[src/rtl/sub_fp_pipe.sv]
// sub_fp_pipe: three-stage pipelined fixed-point A-B with truncation, saturation and a saturation counter
module sub_fp_pipe #(
    parameter int NB_IN_A  = 16,
    parameter int NBF_IN_A = 14,
    parameter int NB_IN_B  = 12,
    parameter int NBF_IN_B = 11,
    parameter int NB_OUT   = 11,
    parameter int NBF_OUT  = 10,
    localparam int NBI_A  = NB_IN_A - NBF_IN_A,
    localparam int NBI_B  = NB_IN_B - NBF_IN_B,
    localparam int NBI_FR = (NBI_A > NBI_B ? NBI_A : NBI_B) + 1,
    localparam int NBF_FR = NBF_IN_A > NBF_IN_B ? NBF_IN_A : NBF_IN_B,
    localparam int NB_FR  = NBI_FR + NBF_FR
) (
    input  logic              i_clock,
    input  logic              i_reset,
    input  logic [NB_IN_A-1:0] i_A,
    input  logic [NB_IN_B-1:0] i_B,
    input  logic              i_valid,
    output logic              o_ready,
    output logic [NB_FR-1:0]  o_diff_fr,
    output logic [NB_OUT-1:0] o_diff,
    output logic              o_sat,
    output logic              o_valid,
    input  logic              i_ready,
    input  logic              i_clear_cnt,
    output logic [7:0]        o_sat_count
);
    localparam int NBI_OUT = NB_OUT - NBF_OUT;
    localparam int NB_TR   = NB_FR - (NBF_FR - NBF_OUT);
    localparam int NSAT    = NBI_FR - NBI_OUT + 1;

    logic [NB_FR-1:0]  a_ext, b_ext, s1_a, s1_b, s2_d;
    logic [NB_TR-1:0]  tr;
    logic [NSAT-1:0]   top;
    logic [NB_OUT-1:0] q;
    logic              v1, v2, en, fit;

    assign en      = i_ready | ~o_valid;
    assign o_ready = en;
    assign a_ext   = NB_FR'({{(NBI_FR-NBI_A){i_A[NB_IN_A-1]}}, i_A}) << (NBF_FR - NBF_IN_A);
    assign b_ext   = NB_FR'({{(NBI_FR-NBI_B){i_B[NB_IN_B-1]}}, i_B}) << (NBF_FR - NBF_IN_B);
    assign tr      = s2_d[NB_FR-1 -: NB_TR];
    assign top     = tr[NB_TR-1 -: NSAT];
    assign fit     = &top | ~|top;
    assign q       = fit ? tr[NB_OUT-1:0] : {tr[NB_TR-1], {(NB_OUT-1){~tr[NB_TR-1]}}};

    // three pipeline stages that advance together only when the output side can move
    always_ff @(posedge i_clock or posedge i_reset) begin
        if (i_reset) begin
            v1        <= 1'b0;
            v2        <= 1'b0;
            o_valid   <= 1'b0;
            s1_a      <= '0;
            s1_b      <= '0;
            s2_d      <= '0;
            o_diff_fr <= '0;
            o_diff    <= '0;
            o_sat     <= 1'b0;
        end else if (en) begin
            v1        <= i_valid;
            s1_a      <= a_ext;
            s1_b      <= b_ext;
            v2        <= v1;
            s2_d      <= s1_a - s1_b;
            o_valid   <= v2;
            o_diff_fr <= s2_d;
            o_diff    <= q;
            o_sat     <= ~fit;
        end
    end

    // saturating count of accepted saturated beats; clear wins over increment
    always_ff @(posedge i_clock or posedge i_reset) begin
        if (i_reset)
            o_sat_count <= '0;
        else if (i_clear_cnt)
            o_sat_count <= '0;
        else if (o_valid & i_ready & o_sat & ~&o_sat_count)
            o_sat_count <= o_sat_count + 8'd1;
    end
endmodule

[config.mk]
export PLATFORM = sky130hd
export DESIGN_NAME = sub_fp_pipe
export DESIGN_NICKNAME = d
export VERILOG_FILES = /design/src/rtl/sub_fp_pipe.sv
export SDC_FILE = /design/constraint.sdc
export NUM_CORES = 1
export LEC_CHECK = 0
export ABC_AREA = 0
export ABC_CLOCK_PERIOD_IN_PS = 3000
export CELL_PAD_IN_SITES_DETAIL_PLACEMENT = 1
export CELL_PAD_IN_SITES_GLOBAL_PLACEMENT = 2
export CORE_ASPECT_RATIO = 0.8
export CORE_MARGIN = 1
export CORE_UTILIZATION = 28
export CTS_BUF_LIST = sky130_fd_sc_hd__clkbuf_8 sky130_fd_sc_hd__clkbuf_16
export DETAILED_ROUTE_END_ITERATION = 10
export PLACE_DENSITY = 0.75
export SETUP_SLACK_MARGIN = 0.3
export SYNTH_ARGS = -nofsm -noshare
export SYNTH_HDL_FRONTEND = slang
export SYNTH_SLANG_ARGS = --single-unit
[constraint.sdc]
create_clock -name i_clock -period 3 [get_ports i_clock]
set_input_delay 0.9 -clock i_clock [delete_from_list [all_inputs] [get_ports i_clock]]
set_output_delay 0.9 -clock i_clock [all_outputs]
set_load 0.05 [all_outputs]
# Word-level counts from Yosys, hierarchy flattened
# Cells that the tools add are included.
dict set report op_classes {
  addsub 2
  multipliers 0
  n_div 0
  n_lt_le_gt_ge 0
  n_eq_ne 0
  n_shift 0
  n_mux 3
  n_bitwise 8
  reduce_logical 6
}
# op count
set op_table {}
lappend op_table {{$sub A16 B15 Y17} 1}
lappend op_table {{$mux W8} 2}
lappend op_table {{$mux W11} 1}
lappend op_table {{$add A8 B1 Y8 const B} 1}
lappend op_table {{$reduce_and A8 Y1} 1}
lappend op_table {{$and A1 B1 Y1} 3}
lappend op_table {{$not A1 Y1} 3}
lappend op_table {{$reduce_and A3 Y1} 1}
lappend op_table {{$reduce_or A3 Y1} 1}
lappend op_table {{$logic_not A1 Y1} 2}
lappend op_table {{$or A1 B1 Y1} 2}
lappend op_table {{$reduce_bool A2 Y1} 1}
dict set report word_totals {
  reg_bits 85
  latchBits 0
  mem_bits_rw 0
  romBits 0
  input_bits 33
  elab_cells 29
  n_memories 0
}

# Longest topological paths before layout
dict set report depth {
  word_depth 5
  mapped_depth 10
  ltp_nobuf 10
}

# Least setup slack after synthesis
# OpenSTA, ideal clock, no wires.
dict set report synth_path {
  path_kind {input -> output}
  startpoint {in i_ready}
  endpoint {out o_ready}
  arrival_ps 1673
  required_time_ps 2100
  setup_slack_ps 427
  cell_stages 3
  n_path_buf 1
  cell_sequence {nor2b_1 inv_2 clkbuf_1}
}
dict set report synth_via {
  elab_chain_cells 1
}
# element line
set synth_lines {}
lappend synth_lines {{from (decl)} 25} ;# input logic i_ready,
lappend synth_lines {{$or A1 B1 Y1} 39} ;# assign en = i_ready | ~o_valid;
lappend synth_lines {{to (decl)} 20} ;# output logic o_ready,
# No other way between the ends.

# Worst setup path in the final report
dict set report layout_path {
  startpoint {reg o_sat_count[2]}
  endpoint {out o_sat_count[2]}
}
# element line
set layout_lines {}
lappend layout_lines {{from (decl)} 27} ;# output logic [7:0] o_sat_count
lappend layout_lines {{from (signal assigned)} 80} ;# o_sat_count <= o_sat_count + 8'd1;
# No word-level cell between the ends.

==> impl_summary.md <==
Worst setup path
The critical path goes through clkdlybuf4s50_1. The maximum cell stage delay along the critical path is ~0.85 ns. The critical path capture point type is an output port. In this run the worst path has a maximum fanout of 6. The endpoint identified for the worst register-to-register timing path is s2_d[15]. On the critical path the largest part of the delay comes from buffers and inverters. STA puts the critical path data required time at around 2.1 ns.

Together, buffers and inverters on the worst path number 1. At the worst endpoint, the arrival time is about 1.7 ns. The worst setup path is launched from a flip-flop. The origin of the critical flop-to-flop path is s1_a[3]. In this run the worst setup path begins at o_sat_count[2]. The worst setup slack for register-to-register paths is 0.62 ns. The critical path is of the reg2out type. The depth of the worst register-to-register path is 10. Among all stages on the critical path, the largest delay is contributed by sky130_fd_sc_hd__clkdlybuf4s50_1.

Layout
The fraction of layout instances using a drive strength above 1 is between 6 and 7%. Measured on the finished design, the core utilization comes to 38.8%. The finished layout holds 668 standard cells, fillers aside. The layout has 1516 filler cells. Summing all flip-flop and latch instances after layout gives approximately 2100 µm². The number of antenna diodes in the final layout is 0.

At the end of the flow, the number of nets in the layout was about 540. Once layout is done, the placed cells without fillers occupy approximately 5100 µm². The multi-input logic area is around 1600 µm².

The growth of design area from synthesis to finish is 33.0%.

Yosys
Sorting the synthesized cells by area gives the leading types as sky130_fd_sc_hd__dfrtp_1 (56%), sky130_fd_sc_hd__nand2_1 (15%), sky130_fd_sc_hd__o21ai_0 (5.1%). During synthesis, Yosys emitted a total of 0 warnings. Synthesis inferred 85 register bits.

By instance count, the leading cell after synthesis is sky130_fd_sc_hd__nand2_1. In this run the cell area of the synthesized design comes to ~3800 µm². The synthesized netlist contains 38 unique library cells. Counting flops with an async set or reset pin after synthesis yields a share of 100%.

Of the post-synthesis cell area, the dominant cell type holds between 50% and 60%. Summed over all instances, the cell type with the most area after synthesis is sky130_fd_sc_hd__dfrtp_1. After synthesis, flip-flops and latches occupy between 50% and 60% of the total area. In this run the mean area of a mapped cell was 9.13 µm². For this run, the leading register cell type out of synthesis is sky130_fd_sc_hd__dfrtp_1. The number of enable-type register cells in the synthesized netlist is 0. The count of mapped cells out of synthesis is ~420. The net count after synthesis is between 400 and 500. The commonest cells after synthesis are sky130_fd_sc_hd__nand2_1 (155), sky130_fd_sc_hd__dfrtp_1 (85), sky130_fd_sc_hd__o21ai_0 (39).

Route
The via density per instance is 4.44. The first TritonRoute pass finished after 4 iterations. The detailed-route wire length is between 8 and 9 mm. The violation count after the first detailed-route iteration is 97. The detailed-route via count is approximately 3000. After detailed routing, the average wire length per cell comes to 13.4 µm.

For this run, design rule violations remaining after detail routing come to 0. In this run the remaining antenna-violating nets after routing total 0.

Power and ir drop
The total power draw is 5540 µW. Summed over all cells, the static leakage comes to around 0.0024 µW. The worst-case IR drop observed on VDD is 0.408 mV. Dividing total power by cell area gives a power density of 1090 nW/µm².

Clocking
Clock latency on the worst-skew pair, taken at its later pin, is ~0.34 ns. The worst-case clock buffer depth is 2. Hold repair after CTS inserted 0 buffers. The number of buffers added by the clock tree synthesis step is 9. The number of gates resized after CTS was 1. The maximum level of the CTS H-tree is 3. Post-CTS timing repair inserted 0 buffers for setup. TritonCTS built the clock tree. After clock tree synthesis, the clock-pin slew on the worst setup and hold paths is around 0.060 ns. The count of clock tree sinks is between 80 and 90. The tree is rooted in a sky130_fd_sc_hd__clkbuf_16.

Timing
The final setup TNS is 0 ns. The ratio of final minimum period to clock period is between 80% and 90%. The count of final max-slew check failures is 0.

The measured slew at the worst slew-check pin is 0.703 ns. The clock arrives with approximately 0.0074 ns of skew. In this run the tightest slew margin relative to its limit is 53.2%. Setup repair after global routing left no endpoint under its margin. The total of endpoints with negative setup slack in the final report is 0. After layout, the minimum clock period comes to 2.57 ns. Based on the critical path, the design can be clocked at up to 0.389 GHz.

The number of endpoints with negative hold slack in the final report is 0.

Place
The total placed cells including tap cells is roughly 650. The congestion estimate from routability-driven global placement came to ~0.78. The total of buffers placed on input and output ports is between 70 and 80.

The placed cell area is around 4800 µm². The post-detailed-placement half-perimeter wirelength is a little over 6 mm.

Global route
The number of global-route vias before repair is approximately 3100. The overall global routing resource usage is 13.8%. The pin count of the biggest net entering global routing is 81. The first-pass GRT wire length is 15.3 mm. The number of antenna violations at the first check in global routing is 0. The global routing met2 resource utilization is 21.5%. Summed over all layers, the global routing overflow is 0. The global routing stage identified its most utilized layer as met2. For met3 alone, demand over resource in global routing was 3.43%. The met1 layer usage reported by global route is 18.5%.

Die
For this configuration, the core starts out at a cell density of between 20% and 30%. The full die area is 14100 µm². The die is around 130 µm wide.

The total core area is 13100 µm². The site row count is 37. The die is between 100 and 150 µm tall.

The boundary pin count is 72.

Hold path
The worst hold path terminates at v2. The tightest min-delay check is of the reg2reg type. The startpoint identified for the worst hold timing path is v2. The worst hold path passes through 2 cells.

Status
The flow ran to the end, and the final reports show no timing, DRC or antenna violations.

Run
The tool flagged a number of max-cap violations equal to 0.
-- layer usage --
metal	vias up	routed length (µm)
met4	0	143
met3	14	337
met5	-	0
met1	1396	4570
li1	1493	-
met2	61	3880
-- stage by stage --
step	worst slack (ns)	hold WS, ns
global route	0.372	0.489
detailed placement	0.286	0.456
finish	0.431	0.463
floorplan	0.427	0.430
global placement	0.273	0.446
CTS	0.312	0.471
-- where the power goes --
part	total [µW]	internal [µW]	leakage, µW	switching [µW]
clock	1120	664	0.000140	459
combinational	2570	912	0.00121	1650
sequential	1850	1570	0.00103	278
total	5540	3150	0.00237	2390
-- sequential cells by signal (all words and copies together) (netlist names) --
name and cells:
s1_a 16, o_sat_count 8, o_diff_fr 17, o_sat 1, s2_d 17, v2 1, v1 1, o_diff 11
o_valid 1, s1_b 12
-- final cells by class --
cell class / instances / area share [%]
tap: 175 / 4.30
timing repair buffer: 75 / 15.5
clock inverter: 6 / 1.23
multi-input combinational: 300 / 31.0
clock buffer: 10 / 4.70
inverter: 17 / 1.38
sequential: 85 / 41.8
-- layout by cell type, fill, tap and decap left out, drive strengths merged, types with 4 or more instances in the layout --
cell	instances
a21oi	17
buf	5
clkbuf	10
clkdlybuf4s50	69
clkinvlp	4
dfrtp	85
ha	14
inv	16
nand2	156
nand3	5
nor2	20
o21ai	42
xnor2	9
xor2	6
-- kinds of logic (layout without fill, tap and decap cells) --
family | count (synthesis) | count (layout) | share of synthesized area, %
AOI/OAI and AO/OA | 73 | 73 | 11.5
xor gates and xnor gates | 15 | 15 | 3.43
adders and majority gates | 15 | 15 | 5.10
buffers and inverters | 34 | 108 | 3.34
DFF | 85 | 85 | 55.6
muxes | 1 | 1 | 0.262
and+or+nand+nor | 196 | 196 | 20.8
-- worst max-delay path by stage --
stage	end	slack [ns]	cells after the start
2_1_floorplan	o_ready	0.43	3
3_3_place_gp	o_ready	0.27	4
3_5_place_dp	o_ready	0.29	4
4_1_cts	o_ready	0.31	4
5_1_grt	o_sat_count[2]	0.37	1
6_report	o_sat_count[2]	0.43	1
No activity file was read; power rests on OpenSTA's default activity.
